## src/rtl/product_bcd_converter_if.sv

```systemverilog
// Handshake bundle between the multiplier product source and the BCD converter.
// The master drives data and result acceptance. The slave (the converter) returns status and BCD digits.
interface product_bcd_converter_if #(
  parameter int IN_W   = 8,
  parameter int DIGITS = 3
);
  logic                  in_valid;
  logic                  in_ready;
  logic [IN_W-1:0]       in_data;
  logic                  out_valid;
  logic                  out_ready;
  logic [4*DIGITS-1:0]   bcd;
  logic                  busy;

  modport master (
    output in_valid, in_data, out_ready,
    input  in_ready, out_valid, bcd, busy
  );

  modport slave (
    input  in_valid, in_data, out_ready,
    output in_ready, out_valid, bcd, busy
  );
endinterface

```

## src/rtl/product_bcd_converter.sv

```systemverilog
// Sequential double-dabble binary-to-BCD converter, one input bit per clock, with a valid/ready handshake on both sides.
// Optional leading-zero blanking on the latched result is enabled by defining BCD_BLANK_LEADING_ZERO_EN.
module product_bcd_converter #(
  parameter int IN_W   = 8,
  parameter int DIGITS = 3
) (
  input logic                   clk,
  input logic                   rst,
  product_bcd_converter_if.slave bus
);
  localparam int CW = $clog2(IN_W) + 1;
  localparam int BW = 4 * DIGITS;

  typedef enum logic [1:0] {IDLE, SHIFT, DONE} state_t;

  state_t          state_reg, state_next;
  logic [IN_W-1:0] bin_reg, bin_next;
  logic [BW-1:0]   digit_reg, digit_next;
  logic [BW-1:0]   bcd_reg, bcd_next;
  logic [CW-1:0]   count_reg, count_next;
  logic            out_valid_reg, out_valid_next;
  logic            busy_reg, busy_next;

  logic [BW-1:0]   adjusted;
  logic [BW-1:0]   shifted;
  logic [BW-1:0]   display;

  // Add-3 on every digit >= 5 before the shift, so the doubled digit carries correctly.
  generate
    for (genvar gi = 0; gi < DIGITS; gi++) begin : g_adjust
      assign adjusted[gi*4 +: 4] = (digit_reg[gi*4 +: 4] >= 4'd5) ?
                                   digit_reg[gi*4 +: 4] + 4'd3 :
                                   digit_reg[gi*4 +: 4];
    end
  endgenerate

  assign shifted = {adjusted[BW-2:0], bin_reg[IN_W-1]};

`ifdef BCD_BLANK_LEADING_ZERO_EN
  logic leading;

  // Scan from the top digit down; digit 0 is never blanked so zero still shows.
  always_comb begin
    display = shifted;
    leading = 1'b1;
    for (int i = DIGITS - 1; i >= 1; i--) begin
      if (shifted[i*4 +: 4] != 4'd0) leading = 1'b0;
      if (leading) display[i*4 +: 4] = 4'hF;
    end
  end
`else
  assign display = shifted;
`endif

  always_ff @(posedge clk or posedge rst) begin
    if (rst) begin
      state_reg     <= IDLE;
      bin_reg       <= '0;
      digit_reg     <= '0;
      bcd_reg       <= '0;
      count_reg     <= '0;
      out_valid_reg <= 1'b0;
      busy_reg      <= 1'b0;
    end else begin
      state_reg     <= state_next;
      bin_reg       <= bin_next;
      digit_reg     <= digit_next;
      bcd_reg       <= bcd_next;
      count_reg     <= count_next;
      out_valid_reg <= out_valid_next;
      busy_reg      <= busy_next;
    end
  end

  always_comb begin
    state_next     = state_reg;
    bin_next       = bin_reg;
    digit_next     = digit_reg;
    bcd_next       = bcd_reg;
    count_next     = count_reg;
    out_valid_next = out_valid_reg;
    busy_next      = busy_reg;
    case (state_reg)
      IDLE: begin
        if (bus.in_valid) begin
          bin_next   = bus.in_data;
          digit_next = '0;
          count_next = '0;
          busy_next  = 1'b1;
          state_next = SHIFT;
        end
      end
      SHIFT: begin
        bin_next   = bin_reg << 1;
        digit_next = shifted;
        count_next = count_reg + 1'b1;
        // The last shift's digits go straight to the output register.
        if (count_reg == CW'(IN_W - 1)) begin
          bcd_next       = display;
          out_valid_next = 1'b1;
          state_next     = DONE;
        end
      end
      DONE: begin
        if (bus.out_ready) begin
          out_valid_next = 1'b0;
          busy_next      = 1'b0;
          state_next     = IDLE;
        end
      end
      default: begin
        state_next = IDLE;
      end
    endcase
  end

  assign bus.in_ready  = (state_reg == IDLE);
  assign bus.out_valid = out_valid_reg;
  assign bus.bcd       = bcd_reg;
  assign bus.busy      = busy_reg;
endmodule

```

## src/flat_wrapper.sv

```systemverilog
// flat-port wrapper written by rule: the top's interface ports become plain ports
module product_bcd_converter_flat 
#(
  parameter int IN_W   = 8,
  parameter int DIGITS = 3
)
  (clk, rst, bus_in_valid, bus_in_data, bus_out_ready, bus_in_ready, bus_out_valid, bus_bcd, bus_busy);
  product_bcd_converter_if #(.IN_W(IN_W), .DIGITS(DIGITS)) bus_i ();
  input logic clk;
  input logic rst;
  input wire logic [$bits(bus_i.in_valid)-1:0] bus_in_valid;
  input wire logic [$bits(bus_i.in_data)-1:0] bus_in_data;
  input wire logic [$bits(bus_i.out_ready)-1:0] bus_out_ready;
  output wire logic [$bits(bus_i.in_ready)-1:0] bus_in_ready;
  output wire logic [$bits(bus_i.out_valid)-1:0] bus_out_valid;
  output wire logic [$bits(bus_i.bcd)-1:0] bus_bcd;
  output wire logic [$bits(bus_i.busy)-1:0] bus_busy;
  assign bus_i.in_valid = bus_in_valid;
  assign bus_i.in_data = bus_in_data;
  assign bus_i.out_ready = bus_out_ready;
  assign bus_in_ready = bus_i.in_ready;
  assign bus_out_valid = bus_i.out_valid;
  assign bus_bcd = bus_i.bcd;
  assign bus_busy = bus_i.busy;
  product_bcd_converter #(.IN_W(IN_W), .DIGITS(DIGITS)) u_core (.clk(clk), .rst(rst), .bus(bus_i));
endmodule
```

## config.mk

```make
export PLATFORM = sky130hd
export DESIGN_NAME = product_bcd_converter_flat
export DESIGN_NICKNAME = d
export VERILOG_FILES = /design/src/rtl/product_bcd_converter_if.sv /design/src/rtl/product_bcd_converter.sv /design/src/flat_wrapper.sv
export SDC_FILE = /design/constraint.sdc
export NUM_CORES = 1
export LEC_CHECK = 0
export ABC_AREA = 1
export BUFFER_PORTS_ARGS = -buffer_cell sky130_fd_sc_hd__buf_2
export CELL_PAD_IN_SITES_DETAIL_PLACEMENT = 1
export CELL_PAD_IN_SITES_GLOBAL_PLACEMENT = 1
export CORE_MARGIN = 5
export CORE_UTILIZATION = 37
export CTS_CLUSTER_SIZE = 24
export DETAILED_ROUTE_END_ITERATION = 8
export GPL_ROUTABILITY_DRIVEN = 1
export GPL_TIMING_DRIVEN = 0
export PLACE_DENSITY = 0.69
export RECOVER_POWER = 100
export SLEW_MARGIN = 20
export SYNTH_ARGS = -nofsm -noshare
export SYNTH_HDL_FRONTEND = slang
export SYNTH_SLANG_ARGS = --single-unit
```

## constraint.sdc

```tcl
create_clock -name clk -period 1.8 [get_ports clk]
set_input_delay 0.09 -clock clk [delete_from_list [all_inputs] [get_ports clk]]
set_output_delay 0.09 -clock clk [all_outputs]
set_load 0.01 [all_outputs]
```

Word level (Yosys, flattened, before mapping)
Cells that the tools add are included.
{ "totals": {"elab_cells": 47, "in_bits": 12, "regBits": 40, "out_inout_bits": 15} }
{ "classes": {"add_sub_neg": 4, "mux": 18, "n_reduce_logical": 9, "magnitude_cmp": 3, "eq_ne": 6} }
{ "op_table": {"columns": ["operator", "n"], "rows": [
  ["12-bit case mux with 2 select lines", 1],
  ["8-bit case mux with 2 select lines", 1],
  ["4-bit by 3-bit greater-or-equal comparator with 1-bit output (second input constant)", 3],
  ["12-bit 2-to-1 mux", 1],
  ["4-bit 2-to-1 mux", 3],
  ["3-bit AND reduction", 3],
  ["4-bit by 2-bit adder with 4-bit output (second input constant)", 2],
  ["8-bit 2-to-1 mux", 1],
  ["4-bit case mux with 2 select lines", 1],
  ["2-bit 2-to-1 mux", 3],
  ["2-bit case mux with 3 select lines", 1],
  ["2-bit nonzero test", 3],
  ["4-bit by 1-bit adder with 4-bit output (second input constant)", 1],
  ["4-bit by 3-bit == test with 1-bit output (second input constant)", 1],
  ["2-bit != test (second input constant)", 2],
  ["1-bit case mux with 2 select lines", 2],
  ["2-bit AND reduction", 2],
  ["3-bit by 2-bit adder with 3-bit output (second input constant)", 1],
  ["1-bit 2-to-1 mux", 3],
  ["3-bit 2-to-1 mux", 1],
  ["2-bit by 1-bit == test with 1-bit output (second input constant)", 1],
  ["2-bit == test (second input constant)", 1],
  ["2-bit zero test", 1],
  ["2-bit by 1-bit != test with 1-bit output (second input constant)", 1]
]} }

Logic depth before layout (Yosys ltp)
{ "logic_depth": {"word_depth": 3, "ltp_mapped": 8, "mapped_depth_nobuf": 8} }

Least setup slack after synthesis
Ideal clock, no wire load.
{ "synth_timing": {"path_type": "reg2reg", "startpoint": "register u_core.count_reg[0]", "endpoint": "register u_core.bcd_reg[4] (netlist: u_core.bus.bcd[4])", "setup_time_ps": 118, "n_path_buf": 1, "t_required_ps": 1682, "arrival_ps": 1161, "period_less_slack_ps": 1279, "stages_incl_launch_ff": 8, "setup_slack_ps": 521, "path_cell_list": "dfrtp_1 -> ha_1 -> nand3_2 -> nor2_8 -> inv_6 -> buf_6 -> nand2_1 -> nand2_1"} }
{ "synth_between": {"elab_chain_len": 2} }
{ "synth_lines": {"columns": ["item", "line_no", "rtl"], "rows": [
  ["start, declared", "product_bcd_converter.sv:20", "logic [CW-1:0] count_reg, count_next;"],
  ["start signal, assigned", "product_bcd_converter.sv:69", "count_reg <= count_next;"],
  ["4-bit by 3-bit == test with 1-bit output", "product_bcd_converter.sv:98", "if (count_reg == CW'(IN_W - 1)) begin"],
  ["2-bit AND reduction (no line)", null, null],
  ["end signal, assigned", "product_bcd_converter.sv:68", "bcd_reg <= bcd_next;"],
  ["end, declared", "product_bcd_converter.sv:19", "logic [BW-1:0] bcd_reg, bcd_next;"]
]} }
No other way between the ends.
A chain may end at the register's enable or synchronous reset.

Final worst setup path
{ "layout_timing": {"startpoint": "register u_core.state_reg[1]", "endpoint": "register u_core.bin_reg[7]"} }
{ "layout_between": {"elab_chain_len": 3, "elab_cells_between_ends": 6, "classes_between": "eq/ne (2); mux (1); reduce/logical (3)"} }
{ "layout_lines": {"columns": ["item", "line_no", "rtl"], "rows": [
  ["start, declared", "product_bcd_converter.sv:16", "state_t state_reg, state_next;"],
  ["start signal, assigned", "product_bcd_converter.sv:65", "state_reg <= state_next;"],
  ["2-bit by 1-bit == test with 1-bit output or 2-bit zero test (tied branches)", "product_bcd_converter.sv:83", "case (state_reg)"],
  ["2-bit nonzero test (no line) or 2-bit != test (tied branches)", null, null],
  ["2-bit AND reduction (no line)", null, null],
  ["end signal, assigned", "product_bcd_converter.sv:66", "bin_reg <= bin_next;"],
  ["end, declared", "product_bcd_converter.sv:17", "logic [IN_W-1:0] bin_reg, bin_next;"]
]} }
Parallel ways exist; a longest one is shown, timed or not.

==> qor.csv <==
stage,metric,value,unit
grt,first-pass GRT wire length,8430,µm
worst_setup_path,kind of critical path,reg -> reg,
worst_setup_path,WP data arrival,1.75,ns
floorplanning,IO Pins,27,
worst_setup_path,Worst setup EP type,flip-flop,
worst_setup_path,CP Cell Sequence,clkinvlp_2 -> nand2_4 -> nor2_1 -> nand2_1 -> o211ai_1,
synthesis,Syn Nets,251,
timing,"Min Clock Period, post-route",1.54,ns
place,gpl congestion,0.823,
timing,Slew headroom,0.532,
timing,f_max,651,MHz
route,drc violations,0,
worst_setup_path,slowest cell on the critical path,dfrtp_1,
cts,Post-CTS Setup Bufs,0,
route,Initial DRC Count,52,
finish,fin util,0.457,
cts,PostCTS Resize Cnt,0,
floorplanning,full die area,6920,µm²
job,max_cap viols,0,
synthesis,Post-Syn Area,1980,µm²
finish,diode count,0,
worst_setup_path,worst-path fanout max,9,
cts,clock latency on the worst-skew pair,0.29,ns
floorplanning,core region area,5140,µm²
grt,total gr overflow,0,
finish,nets@finish,288,
cts,H-Tree Depth,2,
finish,most frequent cells in the layout,"92 x nand2_1, 40 x dfrtp_1, 29 x nand3_1",
worst_setup_path,R2R setup slack,0.26,ns
floorplanning,chip width,83.2,µm
status,status,completed,
finish,fillers,661,
grt,initial antenna violation count,0,
worst_setup_path,Worst setup SP type,flip-flop,
route,vias per cell,4.84,
worst_setup_path,"slowest stage delay, CP",0.45,ns
route,number of iterations in the first detailed-routing pass,4,
power,worst vdd ir,0.566,mV
worst_setup_path,Worst Path Required,2.02,ns
timing,worst-margin pin slew,0.701,ns
finish,"most common cell after layout, fill and taps aside",nand2_1,
power,clock share of power,0.197,
timing,pins over their slew limit,0,
cts,clk sink count,40,
min_path,Hold WC Path Type,in -> reg,
timing,setup_tns,0,ns
timing,Final Setup Violations,0,
synthesis,YS warnings,0,
timing,Final period util,0.854,
power,sequential share of power,0.376,
timing,final count of hold timing violations,0,
finish,area delta synth->final,18.5,%
timing,RSZ-0062 raised after global routing,false,
power,sw frac,0.420,
synthesis,Post-Synthesis Cells,232,
grt,pin count of the biggest net entering global routing,25,
power,Comb pwr share,0.427,
synthesis,"Seq/Total Area, Yosys",0.505,
power,Int Power,2.39,mW
finish,layout cells sized above 1,0.122,
cts,CTS clock-pin slew for the worst setup and hold paths,0.08,ns
floorplanning,initial core utilization,0.385,
cts,root cell of the clock tree,clkbuf_8,
cts,Max clock buf depth,2,
cts,CTS tree,yes,
place,DP HPWL,3340,µm
power,PwrDens,1760,nW/µm²
floorplanning,die height,83.2,µm
grt,vias in the first global route,1847,
synthesis,post-synth cell types,23,
route,vias,1647,
route,Routed Wire Length,4660,µm
grt,GR Util All Layers,0.148,
cts,CTS Buf Count,5,
route,DR WL/cell,13.7,µm
synthesis,Avg Inst Size Synth,8.54,µm²
synthesis,#FFs+latches synth,40,
timing,worst clock skew,0.00711,ns
floorplanning,num rows,26,
route,DRT antenna net count,0,
place,Port Buffers,26,
power,Leakage,1.19,nW
power,sw power,1.73,mW
-- layout make-up --
type                            instances  area [µm²]  area share
Multi-Input combinational cell        166         842       0.359
Timing Repair Buffer                   30         161      0.0688
Clock inverter                          1        30.0      0.0128
Clock buffer                            7        96.3      0.0410
Inverter                               22        91.3      0.0389
Sequential cell                        40        1000       0.426
Tap cell                               70        87.6      0.0373
Buffer                                  4        37.5      0.0160
-- critical path: cells and delay by family, from the launching register on --
family / cells / cell delay (ns)
flops: 1 / 0.45
simple gates: 3 / 0.68
compound gates: 1 / 0.10
buf+inv: 1 / 0.23
-- through the flow --
step	cells	area, µm²	hold WS [ns]	total power, mW	worst slack, ns
2_1_floorplan	232	1980	0.198	2.84	0.521
3_3_place_gp	328	2200	0.293	3.32	0.174
3_5_place_dp	329	2220	0.0992	3.39	0.309
4_1_cts	340	2370	0.00142	4.24	0.290
5_1_grt	340	2350	0.00584	4.53	0.103
6_report	340	2350	0.0109	4.12	0.263
-- layer usage --
metal / wire (µm) / up-vias / GRT usage
met5: 0 / - / 0
met4: 65 / 0 / 0.0461
met3: 151 / 7 / 0.0396
met2: 2280 / 21 / 0.255
met1: 2160 / 796 / 0.179
li1: - / 823 / -
-- kinds of logic after synthesis --
| group | Yosys count | synth area share |
|---|---|---|
| AOI/OAI and AO/OA | 20 | 0.0550 |
| adders and majority gates | 7 | 0.0442 |
| buffers and inverters | 26 | 0.0657 |
| DFF | 40 | 0.505 |
| and+or+nand+nor | 139 | 0.330 |
-- power groups by stage --
stage	clock, mW	sequential [mW]	combinational [mW]
floorplan	0	1.57	1.27
global placement	0	1.55	1.76
detailed placement	0	1.56	1.83
CTS	0.841	1.55	1.85
global route	0.875	1.60	2.05
finish	0.811	1.55	1.76
-- cells in the mapped netlist, drive strengths merged --
cell type	number	area, µm²
a21boi	1	7.51
a21oi	2	10.0
buf	4	37.5
dfrtp	40	1000
ha	7	87.6
inv	22	92.6
nand2	95	402
nand3	30	155
nand4	7	43.8
nor2	7	52.6
o211ai	1	7.51
o21ai	13	65.1
o22ai	3	18.8
-- timing repair --
action	CTS	global route
hold buffers	3	0
setup endpoints to repair	0	0
hold endpoints to repair	18	0
-- worst paths after layout --
path | start | end | cells past startpoint
max | u_core.state_reg[1] | u_core.bin_reg[7] | 5
min | bus_in_data[4] | u_core.bin_reg[4] | 3
min in group asynchronous | rst | u_core.digit_reg[9] | 3
max in group asynchronous | rst | u_core.digit_reg[5] | 4
max reg2reg | u_core.state_reg[1] | u_core.bin_reg[7] | 5
min reg2reg | u_core.bin_reg[0] | u_core.bin_reg[0] | 2
Note: power is estimated with default switching activity, not from simulation.
